`src/rtl/apb_spi_cmd_if.sv`:
```
// APB3 command/data front end for the SPI master: TX command FIFO, RX data FIFO,
// clock-divider register and issue FSM. Define SPI_IRQ_EN to build the sticky EOT interrupt.
module apb_spi_cmd_if #(
  parameter int          TX_DEPTH = 4,
  parameter int          RX_DEPTH = 4,
  parameter logic [7:0]  DIV_RST  = 8'd2
) (
  input  logic        clk_i,
  input  logic        rstn_i,
  input  logic [4:0]  paddr_i,
  input  logic        psel_i,
  input  logic        penable_i,
  input  logic        pwrite_i,
  input  logic [31:0] pwdata_i,
  output logic [31:0] prdata_o,
  output logic        pready_o,
  output logic        pslverr_o,
  output logic [7:0]  spi_clk_div_o,
  output logic        spi_clk_div_vld_o,
  output logic [31:0] stream_data_o,
  output logic        stream_data_vld_o,
  input  logic        stream_data_rdy_i,
  input  logic [31:0] rx_data_i,
  input  logic        rx_vld_i,
  output logic        rx_rdy_o,
  input  logic        eot_i,
  output logic        irq_o
);

  localparam int TX_AW = (TX_DEPTH > 1) ? $clog2(TX_DEPTH) : 1;
  localparam int RX_AW = (RX_DEPTH > 1) ? $clog2(RX_DEPTH) : 1;
  localparam logic [TX_AW:0] TX_FULL_CNT = (TX_AW+1)'(TX_DEPTH);
  localparam logic [RX_AW:0] RX_FULL_CNT = (RX_AW+1)'(RX_DEPTH);

  localparam logic [2:0] SEL_CTRL   = 3'd0;
  localparam logic [2:0] SEL_TXDATA = 3'd1;
  localparam logic [2:0] SEL_RXDATA = 3'd2;
  localparam logic [2:0] SEL_STATUS = 3'd3;
  localparam logic [2:0] SEL_IRQ    = 3'd4;

  typedef enum logic [1:0] {
    I_IDLE    = 2'd0,
    I_PRESENT = 2'd1,
    I_WAIT    = 2'd2
  } issue_state_t;

  // APB access decode; every side effect is qualified by acc.
  logic       acc, wr_acc, rd_acc;
  logic [2:0] sel;
  logic       unused_paddr;

  assign acc          = psel_i & penable_i;
  assign wr_acc       = acc & pwrite_i;
  assign rd_acc       = acc & ~pwrite_i;
  assign sel          = paddr_i[4:2];
  assign unused_paddr = ^paddr_i[1:0];
  assign pready_o     = 1'b1;

  // TX command FIFO
  logic [31:0]      tx_mem [TX_DEPTH];
  logic [TX_AW-1:0] tx_wptr, tx_rptr;
  logic [TX_AW:0]   tx_count;
  logic             tx_empty, tx_full, tx_push, tx_pop, cmd_ok;

  assign tx_empty = (tx_count == '0);
  assign tx_full  = (tx_count == TX_FULL_CNT);
  assign cmd_ok   = (pwdata_i[31:28] == 4'b1011) | (pwdata_i[31:28] == 4'b1010);
  assign tx_push  = wr_acc & (sel == SEL_TXDATA) & ~tx_full & cmd_ok;

  always_ff @(posedge clk_i) begin
    if (tx_push) tx_mem[tx_wptr] <= pwdata_i;
  end

  always_ff @(posedge clk_i or negedge rstn_i) begin
    if (!rstn_i) begin
      tx_wptr  <= '0;
      tx_rptr  <= '0;
      tx_count <= '0;
    end else begin
      if (tx_push) tx_wptr <= tx_wptr + TX_AW'(1);
      if (tx_pop)  tx_rptr <= tx_rptr + TX_AW'(1);
      case ({tx_push, tx_pop})
        2'b10:   tx_count <= tx_count + (TX_AW+1)'(1);
        2'b01:   tx_count <= tx_count - (TX_AW+1)'(1);
        default: tx_count <= tx_count;
      endcase
    end
  end

  // RX data FIFO; words arriving while full are dropped.
  logic [31:0]      rx_mem [RX_DEPTH];
  logic [RX_AW-1:0] rx_wptr, rx_rptr;
  logic [RX_AW:0]   rx_count;
  logic             rx_empty, rx_full, rx_push, rx_pop;

  assign rx_empty = (rx_count == '0);
  assign rx_full  = (rx_count == RX_FULL_CNT);
  assign rx_rdy_o = ~rx_full;
  assign rx_push  = rx_vld_i & ~rx_full;
  assign rx_pop   = rd_acc & (sel == SEL_RXDATA) & ~rx_empty;

  always_ff @(posedge clk_i) begin
    if (rx_push) rx_mem[rx_wptr] <= rx_data_i;
  end

  always_ff @(posedge clk_i or negedge rstn_i) begin
    if (!rstn_i) begin
      rx_wptr  <= '0;
      rx_rptr  <= '0;
      rx_count <= '0;
    end else begin
      if (rx_push) rx_wptr <= rx_wptr + RX_AW'(1);
      if (rx_pop)  rx_rptr <= rx_rptr + RX_AW'(1);
      case ({rx_push, rx_pop})
        2'b10:   rx_count <= rx_count + (RX_AW+1)'(1);
        2'b01:   rx_count <= rx_count - (RX_AW+1)'(1);
        default: rx_count <= rx_count;
      endcase
    end
  end

  // Issue FSM. Handshake: the word is offered with vld held high and stable; the
  // controller accepts by dropping rdy after having shown rdy=1 in this state.
  issue_state_t state, state_nxt;
  logic         seen_rdy, seen_rdy_nxt;
  logic         busy;

  always_ff @(posedge clk_i or negedge rstn_i) begin
    if (!rstn_i) begin
      state    <= I_IDLE;
      seen_rdy <= 1'b0;
    end else begin
      state    <= state_nxt;
      seen_rdy <= seen_rdy_nxt;
    end
  end

  always_comb begin
    state_nxt         = state;
    seen_rdy_nxt      = seen_rdy;
    tx_pop            = 1'b0;
    stream_data_vld_o = 1'b0;
    case (state)
      I_IDLE: begin
        seen_rdy_nxt = 1'b0;
        if (!tx_empty) state_nxt = I_PRESENT;
      end
      I_PRESENT: begin
        stream_data_vld_o = 1'b1;
        if (stream_data_rdy_i) begin
          seen_rdy_nxt = 1'b1;
        end else if (seen_rdy) begin
          tx_pop       = 1'b1;
          seen_rdy_nxt = 1'b0;
          state_nxt    = I_WAIT;
        end
      end
      I_WAIT: begin
        if (eot_i) state_nxt = I_IDLE;
      end
      default: begin
        state_nxt    = I_IDLE;
        seen_rdy_nxt = 1'b0;
      end
    endcase
  end

  assign stream_data_o = stream_data_vld_o ? tx_mem[tx_rptr] : 32'h0;
  assign busy          = (state != I_IDLE) | ~tx_empty;

  // Clock divider; changing it mid-transfer would corrupt the SPI clock.
  logic ctrl_ok;
  assign ctrl_ok = wr_acc & (sel == SEL_CTRL) & ~busy;

  always_ff @(posedge clk_i or negedge rstn_i) begin
    if (!rstn_i) begin
      spi_clk_div_o     <= DIV_RST;
      spi_clk_div_vld_o <= 1'b0;
    end else begin
      spi_clk_div_vld_o <= ctrl_ok;
      if (ctrl_ok) spi_clk_div_o <= pwdata_i[7:0];
    end
  end

  // Sticky EOT interrupt
  logic [31:0] irq_rdata;
`ifdef SPI_IRQ_EN
  logic eot_flag, eot_ie, irq_q, irq_wr;
  assign irq_wr = wr_acc & (sel == SEL_IRQ);

  always_ff @(posedge clk_i or negedge rstn_i) begin
    if (!rstn_i) begin
      eot_flag <= 1'b0;
      eot_ie   <= 1'b0;
      irq_q    <= 1'b0;
    end else begin
      if (eot_i)                     eot_flag <= 1'b1;
      else if (irq_wr & pwdata_i[0]) eot_flag <= 1'b0;
      if (irq_wr) eot_ie <= pwdata_i[1];
      irq_q <= eot_flag & eot_ie;
    end
  end

  assign irq_o     = irq_q;
  assign irq_rdata = {30'h0, eot_ie, eot_flag};
`else
  assign irq_o     = 1'b0;
  assign irq_rdata = 32'h0;
`endif

  // Read data and error response, driven only during the access phase.
  logic [31:0] status_word;
  assign status_word = {16'h0, 4'(rx_count), 4'(tx_count), 3'b000,
                        busy, rx_full, rx_empty, tx_full, tx_empty};

  always_comb begin
    prdata_o  = 32'h0;
    pslverr_o = 1'b0;
    if (acc) begin
      case (sel)
        SEL_CTRL: begin
          if (pwrite_i) pslverr_o = busy;
          else          prdata_o  = {24'h0, spi_clk_div_o};
        end
        SEL_TXDATA: begin
          if (pwrite_i) pslverr_o = tx_full | ~cmd_ok;
        end
        SEL_RXDATA: begin
          if (!pwrite_i) begin
            pslverr_o = rx_empty;
            if (!rx_empty) prdata_o = rx_mem[rx_rptr];
          end
        end
        SEL_STATUS: begin
          if (!pwrite_i) prdata_o = status_word;
        end
        SEL_IRQ: begin
          if (!pwrite_i) prdata_o = irq_rdata;
        end
        default: pslverr_o = 1'b1;
      endcase
    end
  end

endmodule

```
`config.mk`:
```
export PLATFORM = sky130hd
export DESIGN_NAME = apb_spi_cmd_if
export DESIGN_NICKNAME = d
export VERILOG_FILES = /design/src/rtl/apb_spi_cmd_if.sv
export SDC_FILE = /design/constraint.sdc
export NUM_CORES = 1
export LEC_CHECK = 0
export CAP_MARGIN = 20
export CELL_PAD_IN_SITES_DETAIL_PLACEMENT = 1
export CELL_PAD_IN_SITES_GLOBAL_PLACEMENT = 1
export CORE_MARGIN = 4
export CORE_UTILIZATION = 51
export DETAILED_ROUTE_END_ITERATION = 10
export PLACE_DENSITY = 0.88
export SYNTH_ARGS = -nofsm -noshare
export SYNTH_HDL_FRONTEND = slang
export SYNTH_SLANG_ARGS = --single-unit
```
`constraint.sdc`:
```
create_clock -name clk_i -period 4.1 [get_ports clk_i]
set_input_delay 0.41 -clock clk_i [delete_from_list [all_inputs] [get_ports clk_i]]
set_output_delay 0.41 -clock clk_i [all_outputs]
set_load 0.01 [all_outputs]
```
==> metrics, run 1 <==
# IOs 155; async set-or-reset flop fraction in the synthesized netlist 0.09220; # fillers 1,816; 1st-iter DRT viols 349; register area share after synthesis 0.7422; Hold WC Path Type primary input to async pin; dpl ws 0.7419 ns; hold-fix buffers at CTS 0; fmax 0.2937 GHz; simple-gate share of the synthesized area 0.05802; Final Wtd Congestion 0.7291; Post-Synth Adder-Cell Area 0.01470; pin count of the biggest net entering global routing 36; routed via count 5,859; Worst-path clk slew 0.06 ns; Core Rows 54; post-DR wirelength/cell 24.71 um; Storage cell area 8342 sq um; CTS tree built; mux contribution to synthesized area 0.1419; ANT cells 0; first-pass GRT wire length 39.53 mm; clk sinks 282; Final Instance Count excl. Fillers 1,038; vias per cell 5.645; CTS Buf Count 30; CP arrival 2.99 ns; P&R area growth vs syn 25.63%; Period Utilization, post-route 0.8303; Initial Util 0.5164; Die Wd 156.4 um; RSZ-0062 raised after global routing no; syn_nets 656; Nets 824; power per cell area 612.4 nW/um^2; Synth top area share 0.6842; Max Cap Viol 0; final instance area 14,120 sq um; Post-CTS Setup Repair Bufs 0; status finished, final reports clean; worst reg2reg path depth 5; CORE AREA 21,760 sq um; Synth Cell Area 11,240 sq um; Slew HR 0.3886; Worst Skew 0.01057 ns; Setup-failing EPs final 0; vias in the first global route 6,679; Tot GR Track Use 0.2114; TNS Setup 0 ns; post-layout util 0.6488; XOR/XNOR Fraction of Synth Area 0.009354; Max Root-Sink Buffers 3; Slew @ Worst Pin 0.9170 ns; cell taking the most area after synthesis edfxtp_1; Worst Setup Start Kind primary input; endpoint type of the worst setup path primary output; DP Area 13,150 sq um; Main synth FF type edfxtp_1; Avg Synthesized Cell Area 19.82 sq um; # DRC 0; Critical Path RT 3.69 ns; post_cts resized 0; routed wire length 25.65 mm; Final Critical Period 3.404 ns; largest family of logic cells by synthesized area multiplexers; Final Hold Violating Endpoints 0; multi-input logic area 2720 sq um; Routed Antenna Nets 0; post-DP HPWL 17.28 mm; Yosys reg bits 282; Initial DRT Pass Iterations 4; Warnings, synthesis 0; Hold Worst Slack 0.3129 ns; Design Power 8.645 mW; worst-skew pair later-pin latency 0.54 ns; Slew Viols, Final 0; die area 24,470 sq um; VDD IR-drop max 0.0004538 V; CTS Root Buffer Type clkbuf_16; I/O Buffers 150; Leak 4.778 nW; share of cells above drive strength 1 0.1913; cell count after synthesis 567; worst setup path class primary input to primary output; post-route setup slack 0.6956 ns; gr ovfl total 0; EDFF count, synth 256; top post-synthesis cells by area edfxtp_1, mux4_2, dfrtp_1, and2_1, ha_1; placed insts 983; Die Y-Extent 156.4 um; Synth cell types 43; fraction of the mapped netlist area in compound gates 0.01604; # H-tree levels 1; initial antenna violation count 1; crit path max fanout 13
==> path summary, 6_finish.rpt <==
| check | slack (ns) | from | end |
|---|---|---|---|
| min in group clk_i | 0.46 | stream_data_rdy_i | seen_rdy |
| min reg2reg | 0.52 | seen_rdy | state[0] |
| max | 0.70 | paddr_i[3] | prdata_o[12] |
| max in group asynchronous | 3.47 | rstn_i | spi_clk_div_o[1] |
| min | 0.31 | rstn_i | rx_count[2] |
| max reg2reg | 1.45 | tx_count[2] | tx_mem[1][15] |
==> cell usage in the layout, fill, tap and decap left out, drive strengths merged, types with 2 or more instances in the layout <==
| cell type | n |
|---|---|
| edfxtp | 256 |
| clkdlybuf4s50 | 150 |
| mux4 | 64 |
| and2 | 56 |
| clkbuf | 47 |
| dfrtp | 25 |
| nor2 | 17 |
| buf | 16 |
| inv | 15 |
| nand2 | 12 |
| ha | 10 |
| mux2 | 10 |
| a21oi | 8 |
| and3 | 8 |
| nor3 | 7 |
| a22oi | 6 |
| xor2 | 6 |
| xnor2 | 6 |
| clkinv | 6 |
| or3 | 4 |
| nor3b | 3 |
| a222oi | 3 |
| fa | 2 |
| conb | 2 |
| bufinv | 2 |
==> layout make-up <==
class / count / share of cell area
Clock inverter: 8 / 0.006205
Tap cell: 280 / 0.02482
Inverter: 15 / 0.003989
Clock buffer: 47 / 0.06205
Sequential cell: 282 / 0.5909
Timing Repair Buffer: 166 / 0.1193
Multi-Input combinational cell: 240 / 0.1927
==> routing by layer <==
| metal | routed length (um) | global-route usage |
|---|---|---|
| met5 | 13 | 0 |
| met4 | 492 | 0.04463 |
| met3 | 1444 | 0.04784 |
| met2 | 14080 | 0.3972 |
| met1 | 9625 | 0.2488 |
==> where the power goes <==
group / internal, mW / switching [mW] / total, mW
logic: 1.25 / 1.02 / 2.28
registers: 3.50 / 0.266 / 3.77
clock network: 1.58 / 1.02 / 2.60
==> registers in the layout (all words and copies together), names as in the netlist <==
register	flops
rx_wptr	2
rx_count	3
tx_wptr	2
tx_count	3
state	2
rx_mem	128
rx_rptr	2
spi_clk_div_vld_o	1
spi_clk_div_o	8
seen_rdy	1
tx_rptr	2
tx_mem	128
==> worst max-delay path: stages <==
cell             delay [ns]
clkdlybuf4s50_1        0.46
buf_4                  0.18
inv_1                  0.17
a2111o_1               0.62
or2_2                  0.39
nor2_1                 0.17
clkdlybuf4s50_1        0.59
==> cell usage after synthesis (all sizes together), types with 6 or more instances <==
| cell | instances |
|---|---|
| edfxtp | 256 |
| mux2 | 10 |
| mux4 | 64 |
| dfrtp | 25 |
| inv | 15 |
| xor2 | 6 |
| clkbuf | 20 |
| ha | 10 |
| nor2 | 17 |
| nor3 | 7 |
| a21oi | 8 |
| and3 | 8 |
| xnor2 | 6 |
| nand2 | 12 |
| and2 | 56 |
| buf | 10 |
| a22oi | 6 |
==> logic make-up (layout without fill, tap and decap cells) <==
| group | after synthesis | after routing |
|---|---|---|
| flops | 282 | 282 |
| simple gates | 114 | 114 |
| mux | 75 | 75 |
| buf+inv | 45 | 236 |
| compound gates | 25 | 25 |
| fa+ha+maj | 12 | 12 |
| xor+xnor | 12 | 12 |
| other cells | 2 | 2 |
(Power assumes the default switching activity.)
==> inputs of run 2 (changes only) <==
CORE_UTILIZATION = 42   (was 51)
PLACE_DENSITY = 0.78   (was 0.88)
clock period = 3.09 ns   (was 4.1 ns; I/O delays follow)
==> run 2 against run 1 <==
Design area grew 1.6%; largest cell class unchanged; critical endpoint is now prdata_o[4]; global-route usage decreased by 3.5 points; first-iteration DRC count is 11% lower; register-to-register slack got worse by 0.74 ns; sequential cell count unchanged; clock power up 32%; clock skew barely moved; critical path type is now register to primary output; die area increased by 20%; largest power group unchanged; via count increased by 1.0%.
==> metrics, run 2 (synthesis results as in run 1) <==
Gate power share 0.275; Setup-failing EPs final 0; clock group share of total power 0.298; CP cell instances or3_1 > or3_4 > a222oi_1 > nor2_1 > clkdlybuf4s50_1; Slew @ Worst Pin 0.9064 ns; Slew HR 0.3938; P&R area growth vs syn 27.65%; Final Hold Violating Endpoints 0; switch share 0.2662; Tot GR Track Use 0.1766; sequential share of power 0.427; Hold WC Path Type primary input to async pin; most frequent cells in the layout edfxtp_1, clkdlybuf4s50_1, mux4_2, and2_1, clkbuf_16; Design Power 11.52 mW; Worst Setup Start Kind register; Nets 836; Period Utilization, post-route 0.9634; gr ovfl total 0; vias in the first global route 6,590; fmax 0.3359 GHz; die area 29,430 sq um; Core Rows 59; CTS tree built; vias per cell 5.376; post-DP HPWL 17.42 mm; Final Instance Count excl. Fillers 1,101; Final Critical Period 2.977 ns; Die Wd 171.6 um; post-layout util 0.5473; Regs by FF count rx_mem: 128 flops, tx_mem: 128 flops, spi_clk_div_o: 8 flops; CTS Buf Count 28; power per cell area 803.2 nW/um^2; Final Wtd Congestion 0.7550; I/O Buffers 150; clk sinks 282; CTS Root Buffer Type clkbuf_16; CP max stage delay 0.56 ns; first-pass GRT wire length 39.70 mm; RSZ-0062 raised after global routing no; TNS Setup 0 ns; Slew Viols, Final 0; Initial DRT Pass Iterations 4; slowest CP cell clkdlybuf4s50_1; Worst Skew 0.01100 ns; CORE AREA 26,210 sq um; Max Root-Sink Buffers 3; # IOs 155; Leak 4.848 nW; Die Y-Extent 171.6 um; worst setup path class register to primary output; routed wire length 25.94 mm; status finished, final reports clean; Routed Antenna Nets 0; worst-skew pair later-pin latency 0.53 ns; # DRC 0; Crit path max-delay family simple AND/OR/NAND/NOR gates; endpoint type of the worst setup path primary output; CP arrival 2.67 ns; Max Cap Viol 0; crit path max fanout 5; placed insts 1,052; # H-tree levels 1; post-DR wirelength/cell 23.56 um; Buf+Inv Stages, Crit Path 1; share of cells above drive strength 1 0.2065; initial antenna violation count 0; pin count of the biggest net entering global routing 35; VDD IR-drop max 0.0004980 V; 1st-iter DRT viols 312; cell-internal power 8.454 mW; DP Area 13,400 sq um; final instance area 14,340 sq um; Initial Util 0.4287; most common cell after layout, fill and taps aside edfxtp_1; Switch Pwr 3.066 mW; Worst-path clk slew 0.06 ns; Critical Path RT 2.78 ns; Post-CTS Setup Repair Bufs 0; routed via count 5,919
run 2: per-stage QoR:
step	hold WS, ns	worst slack (ns)
final	0.2783	0.1131
after global routing	0.3351	0.01625
after CTS	0.2935	0.01782
after detailed placement	0.4952	0.1081
after global placement	0.4772	0.1852
after floorplan	0.01341	0.4805
run 2: power by group through the flow:
stage | logic (mW) | registers [mW] | clock network (mW)
after floorplan | 1.98 | 4.84 | 0
after CTS | 3.23 | 4.93 | 3.53
final | 3.17 | 4.92 | 3.43
after detailed placement | 3.19 | 5.00 | 0
after global routing | 3.44 | 4.97 | 3.68
after global placement | 3.09 | 4.95 | 0
run 2: final timing paths:
path | end | slack, ns | from | cells after the start
worst max-delay path | prdata_o[4] | 0.11 | tx_count[2] | 5
worst min-delay path | tx_count[2] | 0.28 | rstn_i | 1
worst max register to register | tx_count[2] | 0.71 | tx_count[2] | 10
worst min register to register | state[0] | 0.52 | seen_rdy | 1
max in group asynchronous | spi_clk_div_o[1] | 2.05 | rstn_i | 2
min in group clk_i | seen_rdy | 0.38 | stream_data_rdy_i | 3
run 2: timing repair:
action,4_1_cts,5_1_grt
endpoints found under the setup margin,0,4
hold buffers,0,0
gates resized for setup,0,3
run 2: final cells by class:
cell class | count | area (sq um)
fillers | 2312 | 11860
flip-flops and latches | 282 | 8343
clock buffers | 37 | 775.7
repair buffers | 180 | 1868
multi-input cells | 240 | 2725
clock inverters | 11 | 152.6
inverters | 15 | 56.30
well taps | 335 | 419.2
diodes | 1 | 2.502
run 2: metal layers:
metal	track usage	vias to the layer above	part of all wire
li1	-	2591	-
met1	0.2160	3124	0.39
met2	0.3187	171	0.53
met3	0.04367	33	0.061
met4	0.03893	0	0.020
met5	0	-	0
==> inputs of run 3 (changes only) <==
ABC_CLOCK_PERIOD_IN_PS = 3090   (was not set)
CORE_UTILIZATION = 40   (was 42)
PLACE_DENSITY = 0.75   (was 0.78)
==> run 3 against run 2 <==
Die area increased by 4.8%; critical path depth unchanged; maximum frequency decreased by 0.16%; worst hold slack got worse by 0.12 ns; worst setup slack got worse by 0.0049 ns; wire length decreased by 0.40%; sequential share of layout area increased by 0.11 points; critical endpoint is now prdata_o[0].
==> metrics, run 3 (synthesis results as in run 1) <==
Leak 4.856 nW; GR Util met1 0.2100; TNS Setup 0 ns; met3 GRT Util 0.04090; switch share 0.2708; sequential share of power 0.428; Gate power share 0.279; # H-tree levels 1; pin count of the biggest net entering global routing 35; multi-input logic area 2723 sq um; I/O Buffers 150; Critical Path RT 2.78 ns; Worst Skew 0.01543 ns; CP cell instances or3_4 > and2_1 > a222oi_1 > nor2_1 > clkdlybuf4s50_1; fmax 0.3354 GHz; Final Critical Period 2.982 ns; worst r2r src rx_count[1]; met2 Usage GRT 0.2924; CP arrival 2.67 ns; crit path max fanout 7; status finished, final reports clean; clk sinks 282; endpoint type of the worst setup path primary output; routed via count 5,964; CTS tree built; Crit path max-delay family simple AND/OR/NAND/NOR gates; Crit path depth 5; routed wire length 25.84 mm; Period Utilization, post-route 0.9650; flop2flop setup slack 0.70 ns; VDD IR-drop max 0.0005498 V; Final Wtd Congestion 0.8451; Setup-failing EPs final 0; Worst-path clk slew 0.06 ns; Design Power 11.45 mW; Tot GR Track Use 0.1665; CORE AREA 27,780 sq um; hold-fix buffers at CTS 0; Worst Setup Start Kind register; worst-skew pair later-pin latency 0.55 ns; CTS Buf Count 29; Die Wd 175.6 um; Initial Util 0.4044; Regs by FF count rx_mem: 128 flops, tx_mem: 128 flops, spi_clk_div_o: 8 flops; Slew HR 0.6335; Buf+Inv Stages, Crit Path 1; Max Cap Viol 0; initial antenna violation count 2; first-pass GRT wire length 39.74 mm; vias in the first global route 6,655; vias per cell 5.182; Routed Antenna Nets 0; Initial DRT Pass Iterations 5; worst setup path class register to primary output; post-DR wirelength/cell 22.45 um; cell-internal power 8.348 mW; clock group share of total power 0.293; worst reg2reg path depth 9; Slew @ Worst Pin 0.5455 ns; die area 30,840 sq um; most common cell after layout, fill and taps aside edfxtp_1; post-DP HPWL 16.77 mm; power per cell area 799.8 nW/um^2; most frequent cells in the layout edfxtp_1, clkdlybuf4s50_1, mux4_2, and2_1, clkbuf_16; Slew Viols, Final 0; # DRC 0; CP max stage delay 0.50 ns; Switch Pwr 3.101 mW; RSZ-0062 raised after global routing no; gr ovfl total 0; P&R area growth vs syn 27.41%; Worst R2R End rx_count[2]; Max Root-Sink Buffers 3; # IOs 155; Nets 837; # fillers 2,552; grt peak-use layer met2; Final Hold Violating Endpoints 0; slowest CP cell clkdlybuf4s50_1; CTS Root Buffer Type clkbuf_16; 1st-iter DRT viols 378; Hold WC Path Type primary input to async pin; Storage cell area 8343 sq um; Core Rows 61; Die Y-Extent 175.6 um; share of cells above drive strength 1 0.2127
==> run 3: layer usage <==
| metal | vias to the layer above | wire length [um] |
|---|---|---|
| met5 | - | 20 |
| met4 | 4 | 509 |
| met3 | 46 | 1620 |
| met2 | 190 | 13350 |
| met1 | 3116 | 10340 |
| li1 | 2608 | - |
==> run 3: what timing repair did <==
action	4_1_cts	5_1_grt
cloned	0	0
gates resized for setup	1	2
setup buffers	3	0
pin swaps	0	2
endpoints found under the hold margin	0	0
setup endpoints to repair	5	2
==> run 3: worst max-delay path by stage <==
stage / startpoint / end / slack, ns
final: rx_count[1] / prdata_o[0] / 0.11
after floorplan: paddr_i[2] / tx_mem[0][0] / 0.48
after CTS: tx_count[2] / prdata_o[4] / 0.03
after global routing: tx_rptr[0] / stream_data_o[21] / 0.004
after global placement: paddr_i[3] / rx_count[2] / 0.18
after detailed placement: paddr_i[3] / rx_count[2] / 0.03
==> run 3: stage by stage <==
step / setup WS [ns] / std cells / hold slack (ns) / area (sq um) / util
detailed placement: 0.03108 / 1092 / 0.5088 / 13360 / 0.4807
global placement: 0.1762 / 1092 / 0.4746 / 13360 / 0.4807
global route: 0.004359 / 1149 / 0.1782 / 14310 / 0.5151
finish: 0.1082 / 1151 / 0.1615 / 14320 / 0.5153
CTS: 0.02795 / 1149 / 0.1548 / 14310 / 0.5150
floorplan: 0.4805 / 567 / 0.01341 / 11240 / -
==> run 3: power by group through the flow <==
stage / Clock, mW / Combinational, mW / Sequential, mW
after floorplan: 0 / 1.98 / 4.84
after global placement: 0 / 3.09 / 4.97
after detailed placement: 0 / 3.18 / 5.01
after CTS: 3.46 / 3.27 / 4.91
after global routing: 3.62 / 3.47 / 4.95
final: 3.35 / 3.19 / 4.91
==> run 3: area by class of cell <==
cell class	count	share of cell area
antenna	2	0.0003496
clock buffer	39	0.05541
clock inverter	15	0.009090
inverter	15	0.003933
multi-input combinational	240	0.1902
sequential	282	0.5828
tap	378	0.03304
timing repair buffer	180	0.1252
